--- src/rtl/xif_offload_tracker.sv ---
// xif_offload_tracker
//
// In-flight tracker for X-interface offloads. Every accepted issue is recorded in issue order
// in a circular buffer. Commit/kill events and out-of-order backend results are paired with
// their entries by id (CAM). Results are returned to the core strictly in issue order, and
// only once the entry is both committed and holds its backend result. Killed entries retire
// silently.
//
// Parameters:
//   X_ID_WIDTH  - instruction id width
//   X_RFW_WIDTH - result data width (multiple of XLEN)
//   XLEN        - integer register width
//   DEPTH       - maximum in-flight offloads, power of two in 2..16
//
// Ports:
//   clk, rst                      - clock, synchronous active-high reset
//   issue_*_i                     - observed issue handshake and response (id, rd, writeback)
//   issue_stall_o                 - equals full_o; the backend gates issue_ready with it
//   commit_valid_i/id_i/kill_i    - commit or kill strobe
//   res_valid_i/id_i/data_i       - backend result strobe (no backpressure)
//   result_*_o, result_ready_i    - in-order result channel to the core
//   count_o, full_o, empty_o      - occupancy
//   err_o                         - one-cycle protocol error pulse
//   late_drop_o                   - one-cycle pulse when a result matched no entry

module xif_offload_tracker #(
    parameter int unsigned X_ID_WIDTH  = 4,
    parameter int unsigned X_RFW_WIDTH = 32,
    parameter int unsigned XLEN        = 32,
    parameter int unsigned DEPTH       = 8
) (
    input  logic                              clk,
    input  logic                              rst,
    // Issue channel
    input  logic                              issue_valid_i,
    input  logic                              issue_ready_i,
    input  logic                              issue_accept_i,
    input  logic                              issue_writeback_i,
    input  logic [X_ID_WIDTH-1:0]             issue_id_i,
    input  logic [4:0]                        issue_rd_i,
    output logic                              issue_stall_o,
    // Commit channel
    input  logic                              commit_valid_i,
    input  logic [X_ID_WIDTH-1:0]             commit_id_i,
    input  logic                              commit_kill_i,
    // Backend results
    input  logic                              res_valid_i,
    input  logic [X_ID_WIDTH-1:0]             res_id_i,
    input  logic [X_RFW_WIDTH-1:0]            res_data_i,
    // Result channel to the core
    output logic                              result_valid_o,
    input  logic                              result_ready_i,
    output logic [X_ID_WIDTH-1:0]             result_id_o,
    output logic [X_RFW_WIDTH-1:0]            result_data_o,
    output logic [4:0]                        result_rd_o,
    output logic [X_RFW_WIDTH/XLEN-1:0]       result_we_o,
    // Status
    output logic [$clog2(DEPTH):0]            count_o,
    output logic                              full_o,
    output logic                              empty_o,
    output logic                              err_o,
    output logic                              late_drop_o
);

    localparam int unsigned IdxW = $clog2(DEPTH);
    localparam int unsigned PtrW = IdxW + 1;
    localparam int unsigned WeW  = X_RFW_WIDTH / XLEN;

    // Pointers carry one extra wrap bit above the index.
    logic [PtrW-1:0] head_q, head_d;
    logic [PtrW-1:0] tail_q, tail_d;

    // Per-entry control flags
    logic [DEPTH-1:0] valid_q, valid_d;
    logic [DEPTH-1:0] wb_q, wb_d;
    logic [DEPTH-1:0] committed_q, committed_d;
    logic [DEPTH-1:0] killed_q, killed_d;
    logic [DEPTH-1:0] has_res_q, has_res_d;

    // Per-entry payload; only meaningful while the entry is valid, so left unreset.
    logic [X_ID_WIDTH-1:0]  id_q   [DEPTH];
    logic [X_ID_WIDTH-1:0]  id_d   [DEPTH];
    logic [4:0]             rd_q   [DEPTH];
    logic [4:0]             rd_d   [DEPTH];
    logic [X_RFW_WIDTH-1:0] data_q [DEPTH];
    logic [X_RFW_WIDTH-1:0] data_d [DEPTH];

    logic err_q, err_d;
    logic late_drop_q, late_drop_d;

    logic [IdxW-1:0] head_idx;
    logic [IdxW-1:0] tail_idx;
    logic            full;
    logic            head_valid;
    logic            head_ready;
    logic            retire_kill;
    logic            retire;
    logic            issue_fire;
    logic            alloc;

    logic            commit_hit;
    logic [IdxW-1:0] commit_sel;
    logic            res_hit;
    logic [IdxW-1:0] res_sel;
    logic            dup_hit;

    assign head_idx = head_q[IdxW-1:0];
    assign tail_idx = tail_q[IdxW-1:0];

    // Full when the indices coincide but the wrap bits differ.
    assign full = (head_idx == tail_idx) && (head_q[IdxW] != tail_q[IdxW]);

    assign head_valid  = valid_q[head_idx];
    assign head_ready  = head_valid && committed_q[head_idx] && has_res_q[head_idx]
                         && !killed_q[head_idx];
    assign retire_kill = head_valid && killed_q[head_idx];
    assign retire      = retire_kill || (head_ready && result_ready_i);

    assign issue_fire = issue_valid_i && issue_ready_i && issue_accept_i;
    assign alloc      = issue_fire && !full;

    // CAM lookups. Duplicate ids are legal (with an error pulse), so the search walks from
    // head towards tail and takes the oldest matching entry.
    always_comb begin
        commit_hit = 1'b0;
        commit_sel = '0;
        res_hit    = 1'b0;
        res_sel    = '0;
        dup_hit    = 1'b0;
        for (int unsigned i = 0; i < DEPTH; i++) begin
            if (!commit_hit && valid_q[head_idx + IdxW'(i)]
                && (id_q[head_idx + IdxW'(i)] == commit_id_i)) begin
                commit_hit = 1'b1;
                commit_sel = head_idx + IdxW'(i);
            end
            if (!res_hit && valid_q[head_idx + IdxW'(i)] && !killed_q[head_idx + IdxW'(i)]
                && (id_q[head_idx + IdxW'(i)] == res_id_i)) begin
                res_hit = 1'b1;
                res_sel = head_idx + IdxW'(i);
            end
            if (valid_q[i[IdxW-1:0]] && (id_q[i[IdxW-1:0]] == issue_id_i)) begin
                dup_hit = 1'b1;
            end
        end
    end

    // Next-state for the buffer. Commit and result updates are independent so an entry can
    // take both in one cycle; retire (head) and allocate (tail) never touch the same slot
    // because retire needs a valid head and allocate needs a non-full buffer.
    always_comb begin
        head_d      = head_q;
        tail_d      = tail_q;
        valid_d     = valid_q;
        wb_d        = wb_q;
        committed_d = committed_q;
        killed_d    = killed_q;
        has_res_d   = has_res_q;
        id_d        = id_q;
        rd_d        = rd_q;
        data_d      = data_q;

        // A repeat commit just re-sets committed; a kill always wins.
        if (commit_valid_i && commit_hit) begin
            committed_d[commit_sel] = 1'b1;
            if (commit_kill_i) begin
                killed_d[commit_sel] = 1'b1;
            end
        end

        if (res_valid_i && res_hit) begin
            data_d[res_sel]    = res_data_i;
            has_res_d[res_sel] = 1'b1;
        end

        if (retire) begin
            valid_d[head_idx] = 1'b0;
            head_d            = head_q + PtrW'(1);
        end

        if (alloc) begin
            valid_d[tail_idx]     = 1'b1;
            wb_d[tail_idx]        = issue_writeback_i;
            committed_d[tail_idx] = 1'b0;
            killed_d[tail_idx]    = 1'b0;
            has_res_d[tail_idx]   = 1'b0;
            id_d[tail_idx]        = issue_id_i;
            rd_d[tail_idx]        = issue_rd_i;
            tail_d                = tail_q + PtrW'(1);
        end
    end

    // Errors: issue while full (blocked), duplicate-id issue (still allocated), commit miss.
    assign err_d       = (issue_fire && full) || (alloc && dup_hit)
                         || (commit_valid_i && !commit_hit);
    assign late_drop_d = res_valid_i && !res_hit;

    always_ff @(posedge clk) begin
        if (rst) begin
            head_q      <= '0;
            tail_q      <= '0;
            valid_q     <= '0;
            wb_q        <= '0;
            committed_q <= '0;
            killed_q    <= '0;
            has_res_q   <= '0;
            err_q       <= 1'b0;
            late_drop_q <= 1'b0;
        end else begin
            head_q      <= head_d;
            tail_q      <= tail_d;
            valid_q     <= valid_d;
            wb_q        <= wb_d;
            committed_q <= committed_d;
            killed_q    <= killed_d;
            has_res_q   <= has_res_d;
            err_q       <= err_d;
            late_drop_q <= late_drop_d;
        end
    end

    always_ff @(posedge clk) begin
        id_q   <= id_d;
        rd_q   <= rd_d;
        data_q <= data_d;
    end

    // Result outputs come straight from registered head state and are zeroed when idle.
    assign result_valid_o = head_ready;
    assign result_id_o    = head_ready ? id_q[head_idx]   : '0;
    assign result_data_o  = head_ready ? data_q[head_idx] : '0;
    assign result_rd_o    = head_ready ? rd_q[head_idx]   : '0;
    assign result_we_o    = {WeW{head_ready && wb_q[head_idx]}};

    assign count_o       = tail_q - head_q;
    assign full_o        = full;
    assign empty_o       = (head_q == tail_q);
    assign issue_stall_o = full;
    assign err_o         = err_q;
    assign late_drop_o   = late_drop_q;

endmodule

--- config.mk ---
export PLATFORM = sky130hd
export DESIGN_NAME = xif_offload_tracker
export DESIGN_NICKNAME = d
export VERILOG_FILES = /design/src/rtl/xif_offload_tracker.sv
export SDC_FILE = /design/constraint.sdc
export NUM_CORES = 1
export LEC_CHECK = 0
export CAP_MARGIN = 5
export CORE_MARGIN = 4
export CORE_UTILIZATION = 50
export CTS_CLUSTER_DIAMETER = 150
export DETAILED_ROUTE_END_ITERATION = 12
export GPL_TIMING_DRIVEN = 0
export PLACE_DENSITY_LB_ADDON = 0.05
export SLEW_MARGIN = 20
export SYNTH_ARGS = -nofsm -noshare
export SYNTH_HDL_FRONTEND = slang
export SYNTH_SLANG_ARGS = --single-unit
--- constraint.sdc ---
create_clock -name clk -period 12.4 [get_ports clk]
set_input_delay 1.86 -clock clk [delete_from_list [all_inputs] [get_ports clk]]
set_output_delay 1.86 -clock clk [all_outputs]
set_load 0.03 [all_outputs]
==> results.ini <==
[run_status]
status=complete, no violations

[layout]
area_growth_pct=16.7
multi_input_area_um2=7810
num-fill-cells=3059
drive_above_1_share=0.181
nets=1557
n_antenna_cell=0
ff_latch_area_um2=10900

[power]
ir_drop_v=0.000104
power_leakage_nw=7.05
power_density_nw_per_um2=113

[timing]
tightest_slew_ns=1.10
min_period_ns=8.64
rsz0062_at_grt=no
skew_ns=0.0218
slew_viol_final=0
final-hold-violation-count=0
clock.fmax_ghz=0.116
timing.hold.ws_ns=0.454
setup_viol=0
period_share=0.696
setup_tns_ns=0
max_slew_margin=0.264

[floorplan]
core_um2=37700
initial_core_util=0.506
die_area_um2=41300
boundaryPins=111
die_w_um=203
die_h_um=203
rows=71

[drt]
drc=0
drtIter0Drc=892
final_antenna_net_count=0
vias_per_cell=6.05
wl_um=51400
firstDrtPassIters=6
wire_per_inst_um=25.3
vias=12300

[worst_setup_path]
crit_required_ns=12.63
crit_top_cell=buf_4
worstSetupEndpointType=flip-flop
cp-start-kind=flip-flop
worstSetupPathType=flip-flop to flip-flop
max_stage_delay_ns=0.83
crit_path_cell_trace=buf_4 -> buf_6 -> buf_4 -> buf_2 -> clkbuf_1 -> inv_1 -> ha_1 -> buf_4 -> buf_6 -> buf_6 -> buf_4 -> buf_1 -> mux4_2 -> nand2b_1 -> a2111oi_4 -> nand4bb_1 -> a21oi_1 -> o31ai_2 -> nand2_1 -> nor2_4 -> buf_12
critPathSlowestCell=clkbuf_1
cp.arrival_ns=8.87
worstPathMaxFanout=19

[global_routing]
grt_pass1_wl_um=77500
grt.met1_usage=0.375
grt_use_total=0.250
grt_use_met3=0.0496
antenna_found_initial=3
grt_max_degree=24
met2_usage=0.378
grt_overflow=0
gr-max-usage-layer=met2
grt_pass1_vias=12200

[place]
portBuffers=102
gp_congestion=0.899
dp_hpwl_um=35600

[yosys]
yosys_most_used_dff=edfxtp_1
synth_edf_count=328
syn-cell-area_um2=19100
syn_avg_cell_area_um2=14.4
seq_area_frac_synth=0.569
async_reset_ff_frac=0
synth_nets=1396
ys_warn_count=0
synth_cell_type_count=84
synth_seq_cells=378
synth_cells=1326

[clocking]
cts_hold_buffers=0
cts_tree=yes
cts-buffers-inserted=39
clk_latency_ns=0.55
clock-sinks=378
clock_path_buffers=3
clk_pin_slew_ns=0.06
clock-root-buffer=clkbuf_16
postCtsSetupBuffers=0
htree_levels=2
cts_resized=0

[worst_hold_path]
hold_class=flip-flop to flip-flop

[job]
max-cap-violations=0

## power by group
| group | internal, W | switching [W] |
|---|---|---|
| combinational | 0.0000333 | 0.0000491 |
| sequential | 0.00138 | 0.00000206 |
| clock | 0.000579 | 0.000470 |
| total | 0.00200 | 0.000521 |
## metal layers
| layer | part of all wire | vias to the layer above |
|---|---|---|
| met4 | 0.025 | 6 |
| met3 | 0.069 | 86 |
| met5 | 0.00058 | - |
| met2 | 0.46 | 422 |
| li1 | - | 5473 |
| met1 | 0.45 | 6282 |
## synthesized netlist by cell type (5+ instances only)
| cell | count | area, um^2 |
|---|---|---|
| a21o_1 | 5 | 37.5 |
| nand4_1 | 7 | 43.8 |
| nor2_1 | 61 | 229 |
| a22o_1 | 8 | 70.1 |
| nand3_1 | 27 | 135 |
| nor3_1 | 18 | 90.1 |
| buf_2 | 12 | 60.1 |
| mux2_2 | 14 | 158 |
| buf_1 | 16 | 60.1 |
| clkbuf_1 | 46 | 173 |
| or3_1 | 5 | 31.3 |
| ha_1 | 10 | 125 |
| nor3b_1 | 6 | 45.0 |
| buf_4 | 7 | 52.6 |
| or2_2 | 5 | 31.3 |
| o21ai_0 | 12 | 60.1 |
| o21a_1 | 8 | 60.1 |
| buf_6 | 6 | 67.6 |
| inv_1 | 12 | 45.0 |
| a31oi_1 | 11 | 68.8 |
| nand2b_1 | 17 | 106 |
| and4_1 | 5 | 43.8 |
| mux4_2 | 130 | 2930 |
| o22ai_1 | 5 | 31.3 |
| edfxtp_1 | 328 | 9850 |
| a21oi_1 | 66 | 330 |
| mux2i_1 | 71 | 711 |
| o21ai_1 | 10 | 50.1 |
| nand2_1 | 153 | 574 |
| xor2_1 | 57 | 499 |
| nor2b_1 | 7 | 43.8 |
| and3_1 | 12 | 75.1 |
| and2_1 | 6 | 37.5 |
| xnor2_1 | 40 | 350 |
| dfxtp_1 | 50 | 1000 |
## worst paths after layout
path | startpoint | end | slack (ns) | cells past startpoint
setup / recovery | head_q[1] | data_q[125] | 3.76 | 21
hold / removal | committed_q[5] | committed_q[5] | 0.45 | 2
setup reg to reg | head_q[1] | data_q[125] | 3.76 | 21
hold reg to reg | committed_q[5] | committed_q[5] | 0.45 | 2
## registers in the layout, summed over array words and instances (netlist names)
register and count:
committed_q 8, data_q 256, err_o 1, has_res_q 8, head_q 4, id_q 32
killed_q 8, late_drop_o 1, rd_q 40, tail_q 4, valid_q 8, wb_q 8
## critical path: cells and delay by family (launching register included)
kind / cells / cell delay (ns)
multiplexers: 1 / 0.47
AND/OR/NAND/NOR: 4 / 1.44
AO/OA/AOI/OAI: 3 / 1.38
adder cells (fa/ha/maj): 1 / 0.45
buffers and inverters: 12 / 4.03
flip-flops: 1 / 0.47
## cell type report
cell class / instances / share of cell area
inverter: 14 / 0.00247
sequential: 378 / 0.488
clock buffer: 49 / 0.0456
clock inverter: 21 / 0.00495
multi-input combinational: 847 / 0.351
tap: 511 / 0.0287
buffer: 87 / 0.0187
timing repair buffer: 120 / 0.0609
## per-stage QoR
stage	setup WS [ns]	util	total power (W)	cell area, um^2	cells
detailed placement	3.89	0.561	0.00149	21100	1957
finish	3.76	0.591	0.00252	22200	2027
CTS	3.83	0.591	0.00254	22200	2027
floorplan	5.77	-	0.00145	19100	1326
global placement	2.08	0.550	0.00149	20700	1939
global route	3.37	0.591	0.00260	22200	2027
## layout by cell type (no fill, tap or decap), drive strengths merged, types with 8 or more instances in the layout
cell type / instances
edfxtp: 328
nand2: 153
mux4: 131
clkdlybuf4s50: 102
clkbuf: 98
mux2i: 72
a21oi: 66
nor2: 62
xor2: 59
buf: 56
dfxtp: 50
xnor2: 40
nand3: 27
o21ai: 22
clkinv: 20
nor3: 18
nand2b: 17
mux2: 14
inv: 14
and3: 13
a31oi: 11
ha: 10
a22o: 8
o21a: 8
nor2b: 8
## logic make-up (layout without fill, tap and decap cells)
kind of cell,Yosys count,in the layout,share of synthesized area
DFF,378,378,0.569
AOI/OAI and AO/OA,172,172,0.0619
buffers and inverters,101,291,0.0246
adders and majority gates,11,11,0.00762
muxes,217,217,0.202
xor gates and xnor gates,99,99,0.0463
and+or+nand+nor,348,348,0.0885
Note: power is estimated with default switching activity, not from simulation.
